### src/rtl/wb_regfile.sv
// wb_regfile -- writeback stage of the Y86-64 pipeline.
//
// Commits W_valE / W_valM into a 15-entry x 64-bit program register file,
// tracks the architectural status with a sticky halt, and counts retired
// instructions. Reads are purely combinational from the stored state, so a
// register written on an edge shows its new value only after that edge.
// Forwarding of in-flight W values to decode happens outside this block.
//
// Ports:
//   clk                      pipeline clock, rising-edge state updates
//   rst                      synchronous active-high reset
//   W_stat, W_icode          status / icode of the instruction in W
//   W_destE, W_destM         destination IDs for valE / valM (15 = none)
//   W_valE, W_valM           ALU result / memory read result
//   d_srcA, d_srcB           decode read addresses
//   d_rvalA, d_rvalB         decode read data (0 for ID 15)
//   dbg_addr, dbg_data       debug read port (0 for ID 15)
//   stat                     architectural status code
//   halted                   sticky: no further commits until reset
//   retired                  committed-instruction count, wraps mod 2^64
module wb_regfile #(
    parameter int         NREG = 15,
    parameter logic [3:0] SBUB = 4'h0,
    parameter logic [3:0] SAOK = 4'h1,
    parameter logic [3:0] SHLT = 4'h2,
    parameter logic [3:0] SADR = 4'h3,
    parameter logic [3:0] SINS = 4'h4
) (
    input  logic        clk,
    input  logic        rst,
    input  logic [3:0]  W_stat,
    input  logic [3:0]  W_icode,
    input  logic [3:0]  W_destE,
    input  logic [3:0]  W_destM,
    input  logic [63:0] W_valE,
    input  logic [63:0] W_valM,
    input  logic [3:0]  d_srcA,
    input  logic [3:0]  d_srcB,
    output logic [63:0] d_rvalA,
    output logic [63:0] d_rvalB,
    input  logic [3:0]  dbg_addr,
    output logic [63:0] dbg_data,
    output logic [3:0]  stat,
    output logic        halted,
    output logic [63:0] retired
);

    logic [63:0] regs [NREG];

    logic       commit;
    logic       fault;
    logic       wr_e;
    logic       wr_m;
    logic [3:0] fault_code;

    // Any ID at or beyond NREG (in practice only RNONE) reads as zero.
    function automatic logic [63:0] read_reg(input logic [3:0] addr);
        if (int'(addr) < NREG)
            return regs[addr];
        return 64'd0;
    endfunction

    // Unrecognised status codes are folded into an illegal-instruction fault.
    function automatic logic [3:0] map_fault(input logic [3:0] code);
        if (code == SHLT || code == SADR || code == SINS)
            return code;
        return SINS;
    endfunction

    always_comb begin
        commit     = !halted && (W_stat == SAOK);
        fault      = !halted && (W_stat != SAOK) && (W_stat != SBUB);
        fault_code = map_fault(W_stat);
        // popq %rsp names the same register twice; the memory value wins.
        wr_e       = commit && (int'(W_destE) < NREG) && (W_destE != W_destM);
        wr_m       = commit && (int'(W_destM) < NREG);
    end

    always_comb begin
        d_rvalA  = read_reg(d_srcA);
        d_rvalB  = read_reg(d_srcB);
        dbg_data = read_reg(dbg_addr);
    end

    always_ff @(posedge clk) begin
        if (rst) begin
            for (int i = 0; i < NREG; i++)
                regs[i] <= 64'd0;
            halted  <= 1'b0;
            retired <= 64'd0;
            stat    <= SAOK;
        end else begin
            if (wr_e)
                regs[W_destE] <= W_valE;
            if (wr_m)
                regs[W_destM] <= W_valM;
            if (commit)
                retired <= retired + 64'd1;
            if (fault) begin
                halted <= 1'b1;
                stat   <= fault_code;
            end
        end
    end

    // W_icode is carried for visibility only; it never gates a commit.
    logic unused_icode;
    assign unused_icode = ^W_icode;

endmodule

### config.mk
export PLATFORM = sky130hd
export DESIGN_NAME = wb_regfile
export DESIGN_NICKNAME = d
export VERILOG_FILES = /design/src/rtl/wb_regfile.sv
export SDC_FILE = /design/constraint.sdc
export NUM_CORES = 2
export LEC_CHECK = 0
export ABC_CLOCK_PERIOD_IN_PS = 3840
export BUFFER_PORTS_ARGS = -buffer_cell sky130_fd_sc_hd__buf_2
export CORE_MARGIN = 2
export CORE_UTILIZATION = 58
export CTS_BUF_LIST = sky130_fd_sc_hd__clkbuf_8
export DETAILED_ROUTE_END_ITERATION = 8
export PLACE_DENSITY = 0.89
export SYNTH_ARGS = -nofsm -noshare
export SYNTH_HDL_FRONTEND = slang
export SYNTH_SLANG_ARGS = --single-unit
### constraint.sdc
create_clock -name clk -period 3.84 [get_ports clk]
set_clock_uncertainty 0.05 [all_clocks]
set_input_delay 0.768 -clock clk [delete_from_list [all_inputs] [get_ports clk]]
set_output_delay 0.768 -clock clk [all_outputs]
set_load 0.02 [all_outputs]
# == Yosys cells after proc, flatten, opt, wreduce, memory -nomap -nowiden ==
# Memories as Yosys holds them, arrays and structs flattened.
# Cells that the tools add are included.
# op_classes
magnitude_cmp,5
add_sub_neg,1
muxes,26
n_eq_ne,6
n_reduce_logical,12
# ops
op,n
64-bit 2-to-1 mux,8
64-bit OR reduction,2
"64-bit by 1-bit adder with 64-bit output, second input constant",1
"4-bit less-than comparator, second input constant",5
4-bit 2-to-1 mux,4
1-bit 2-to-1 mux,14
"4-bit by 2-bit equality test with 1-bit output, second input constant",2
1-bit logical AND,6
"4-bit by 1-bit equality test with 1-bit output, second input constant",1
"4-bit by 3-bit equality test with 1-bit output, second input constant",1
"4-bit by 1-bit != test with 1-bit output, second input constant",1
4-bit != test,1
4-bit nonzero test,1
1-bit logical OR,2
1-bit zero test,1
# totals
ramBits,960
regBits,69
mem_count,1
# mem_list
name,depth,word_bits,read_ports,rd_clocked_by_memory_dff,wr,line,rtl
regs,15,64,3,0,15,48,logic [63:0] regs [NREG];

# == Logic depth before layout (Yosys ltp) ==
# depth
word_depth,9
depth_mapped,8
depth_no_buf,6

# == Least setup slack after synthesis ==
# Ideal clock, no wire load.
# synth_timing
kind,input to register
startpoint,input port W_stat[1]
endpoint,"memory regs[12][0], enable pin"
t_required_ps,3366
path_buffers,2
slack_ps,-198
t_arrival_ps,3563
stages,7
setup_ps,424
cell_sequence,or3_1 buf_6 nor3_2 nand3_1 nor3_1 clkbuf_1 or3_1
# synth_rtl
element,line,rtl
from (decl),31,"input logic [3:0] W_stat,"
to (decl),48,

# == Final worst setup path ==
# layout_timing
startpoint,input port d_srcA[0]
endpoint,output port d_rvalA[6]
# layout_via
elab_chain_cells,3
# layout_rtl
element,line,rtl
from (decl),37,"input logic [3:0] d_srcA,"
memory 15 x 64 bit / 4-bit less-than comparator (equally long branches),--,
64-bit 2-to-1 mux / 1-bit 2-to-1 mux (equally long branches),58,if (int'(addr) < NREG)
64-bit 2-to-1 mux (*),60,return 64'd0;
to (decl),39,"output logic [63:0] d_rvalA,"
# Every way passes the cells marked *; elsewhere a longest branch is shown, timed or not. The select of a mux whose other input is x is not followed.

==> parameters.txt <==
Parameter                              Value

Yosys
  Yosys warnings    0
  Synthesized netlist cell count    4253
  Dominant cell type by area after synthesis    sky130_fd_sc_hd__edfxtp_1
  Most used flip-flop cell after synthesis    sky130_fd_sc_hd__edfxtp_1
  FFs w/ async S/R, synth    0%
  Sequential area share after synthesis    47.0%
  Most numerous cell types in the synthesized netlist    sky130_fd_sc_hd__edfxtp_1 (1024), sky130_fd_sc_hd__a22o_1 (960), sky130_fd_sc_hd__mux4_2 (960), sky130_fd_sc_hd__clkbuf_1 (382), sky130_fd_sc_hd__buf_2 (216)
  Register bit total from synthesis    1093
  EDFF count, synth    between 1000 and 1500
  Mapped cell area    0.0684 sq mm
  Unique masters post-synth    39
  Most numerous cell in the Yosys netlist    sky130_fd_sc_hd__edfxtp_1
  Cell types with the largest area share after synthesis    sky130_fd_sc_hd__edfxtp_1 (45%), sky130_fd_sc_hd__mux4_2 (32%), sky130_fd_sc_hd__a22o_1 (12%), sky130_fd_sc_hd__clkbuf_1 (2.1%), sky130_fd_sc_hd__dfxtp_1 (2.0%)
  Mean instance size in the synthesized netlist    16.1 sq um
  Post-synth top area share    roughly 45%

Worst setup path
  Top fanout value on the critical path    18
  Crit path capture    d_rvalA[6]
  Crit path arrival time    2930 ps
  Critical path startpoint    d_srcA[0]
  Endpoint of the worst register-to-register path    regs[0][19]
  Startpoint Class    input pin
  Startpoint of the lowest-slack register-to-register path    halted
  Worst Path Class, Setup    input pin to output port
  Worst-case register-to-register setup slack    between 600 and 700 ps
  Required time reported for the critical path endpoint    between 3000 and 4000 ps
  Kind of end point of the critical path    output port
  Logic depth of the worst register-to-register path    6

Finish
  Proportion of layout cells with a drive suffix above 1    40.8%
  Area used by multi-input combinational logic    0.0340 sq mm
  Post-synthesis to final-layout area growth    12.7%
  Total area of sequential cells    0.0321 sq mm
  Number of filler cells placed in the layout    7092
  Cell area after layout    0.0770 sq mm
  Net total in the final layout    4648

Route
  DRT iter0 DRCs    12200
  Antenna-violating nets left    0
  Post-detailed-route via-to-cell ratio    8.74
  Number of vias after detailed routing    approximately 54000
  WL/cell    42.1 microns
  Number of remaining DRC errors    1
  First-pass DRT Iterations    9
  Detailed-route wire length    261 mm

Timing
  Tightest Pin Transition    826 ps
  Accumulated negative setup slack    0 ps
  Minimum clock period    3750 ps
  Slew headroom    44.8%
  Pins Over Slew Limit    0
  Portion of the clock cycle consumed by the worst path in the final layout    97.6%
  Number of endpoints with negative hold slack in the final report    0
  Max Fclk    267 MHz
  Unrepaired setup endpoints after global routing    no
  Final setup violation count    0

CTS
  Num CTS Buffers    between 150 and 200
  Post-CTS setup buffers    0
  Sink count of the clock tree    1093
  Cell at the root of the clock tree    sky130_fd_sc_hd__clkbuf_8
  Number of hold-repair buffers added at the cts stage    0
  Skew-Pair Late Insertion Delay    900 ps
  Quantity of gates resized following cts    0
  Number of levels in the clock H-tree    4
  Max Buffers Root-to-Sink    3
  CTS tree    yes
  Reg clk slew, reported paths    60 ps

Job
  Number of max-cap violations    0

Global routing
  Pin count of the biggest net entering global routing    70
  Via count of the first global-routing pass    54400
  Antenna violations before repair    79
  Global-route wire length before repair    371 mm
  GRT overflow    0
  Global Route Usage Sum    between 40 and 50%

Floorplanning
  Die ar.    0.121 sq mm
  Standard-cell row count    about 130
  Die Ht    347 microns
  Floorplan Core Area    0.117 sq mm
  Initial cell density of the core    about three fifths
  Count of pins on the block boundary    419
  Chip width    347 microns

Placement
  Hpwl dp    146 mm
  Weighted congestion at the end of routability-driven global placement    0.895
  Placed Area    between 0.07 and 0.08 sq mm
  Count of input and output buffers    414

Outcome
  Run status    finished with violations
  Violations in the final reports    DRC

Min path
  Worst Hold Class    input pin to flip-flop

Power and ir drop
  Total leakage power    27.1 nW
  Power density over the cells    approximately 370 mW/mm^2
  Maximum VDD drop    0.000315 V
[stage by stage]
step	setup WS, ps	utilization (%)	hold slack [ps]	std cells	total power, mW
after global placement	188	63.3	391	5832	18.7
after CTS	173	66.0	125	6147	28.3
after floorplan	203	-	474	4316	17.0
after global routing	74.6	66.1	158	6171	29.1
after detailed placement	175	63.3	407	5832	18.9
final	92.2	66.1	177	6191	28.7
[flip-flops by register name, indices dropped and copies added (netlist names)]
| signal | count |
|---|---|
| retired | 64 |
| regs | 1024 |
| stat | 4 |
| halted | 1 |
[report_power, final]
group	internal [mW]	total (mW)	switching, mW
Clock	4.72	9.76	5.04
Sequential	13.5	13.9	0.385
Combinational	2.25	5.05	2.80
Total	20.5	28.7	8.22
[routing by layer]
metal	wire length (microns)	global-route usage, %	up-vias
li1	-	-	18900
met1	68000	48.2	25500
met2	110000	60.5	7284
met3	55500	23.7	2345
met4	26800	33.9	80
met5	510	0	-
[layout by cell type, fill, tap and decap left out, types with 17 or more instances in the layout]
cell type,instances
sky130_fd_sc_hd__a21oi_1,38
sky130_fd_sc_hd__a22o_1,960
sky130_fd_sc_hd__buf_12,140
sky130_fd_sc_hd__buf_2,402
sky130_fd_sc_hd__buf_4,99
sky130_fd_sc_hd__clkbuf_8,182
sky130_fd_sc_hd__clkinv_1,51
sky130_fd_sc_hd__clkinv_2,17
sky130_fd_sc_hd__conb_1,64
sky130_fd_sc_hd__dfxtp_1,69
sky130_fd_sc_hd__diode_2,44
sky130_fd_sc_hd__edfxtp_1,1024
sky130_fd_sc_hd__inv_1,62
sky130_fd_sc_hd__mux4_2,960
sky130_fd_sc_hd__nand2_1,37
sky130_fd_sc_hd__nand3_1,28
sky130_fd_sc_hd__nand4_1,25
sky130_fd_sc_hd__nor2_1,46
sky130_fd_sc_hd__nor2_4,22
sky130_fd_sc_hd__nor2b_1,193
sky130_fd_sc_hd__o21ai_0,26
sky130_fd_sc_hd__or3_1,24
sky130_fd_sc_hd__xor2_1,19
[critical path, cell delays in order]
cell	delay [ps]
sky130_fd_sc_hd__buf_8	210
sky130_fd_sc_hd__buf_12	240
sky130_fd_sc_hd__buf_12	220
sky130_fd_sc_hd__mux4_2	530
sky130_fd_sc_hd__mux4_2	460
sky130_fd_sc_hd__nor2b_1	260
sky130_fd_sc_hd__buf_2	210
[worst min-delay path by stage]
stage	cells after the start	start	to
global route	3	W_stat[1]	stat[0]
finish	3	W_stat[1]	stat[0]
global placement	2	stat[3]	stat[3]
detailed placement	2	stat[0]	stat[0]
CTS	3	W_stat[1]	stat[0]
floorplan	2	stat[3]	stat[3]
[cell families (layout without fill, tap and decap cells)]
logic type,count (synthesis),in the layout,synth area share [%]
adders and majority gates,1,1,0.0183
AOI/OAI and AO/OA,1038,1038,12.9
xor gates and xnor gates,32,32,0.410
DFF,1093,1093,47.0
muxes,960,960,31.6
buffers and inverters,670,977,4.10
other,1,108,0.00548
and+or+nand+nor,458,458,3.93
[final cells by class]
type                    instances  area share (%)
repair buffers                650            7.37
clock inverters               133           0.906
well taps                    1524            2.47
inverters                      12          0.0585
diodes                         44           0.143
multi-input cells            2553            44.1
clock buffers                 182            3.25
flip-flops and latches       1093            41.7
Power figures use the tool's default switching activity.
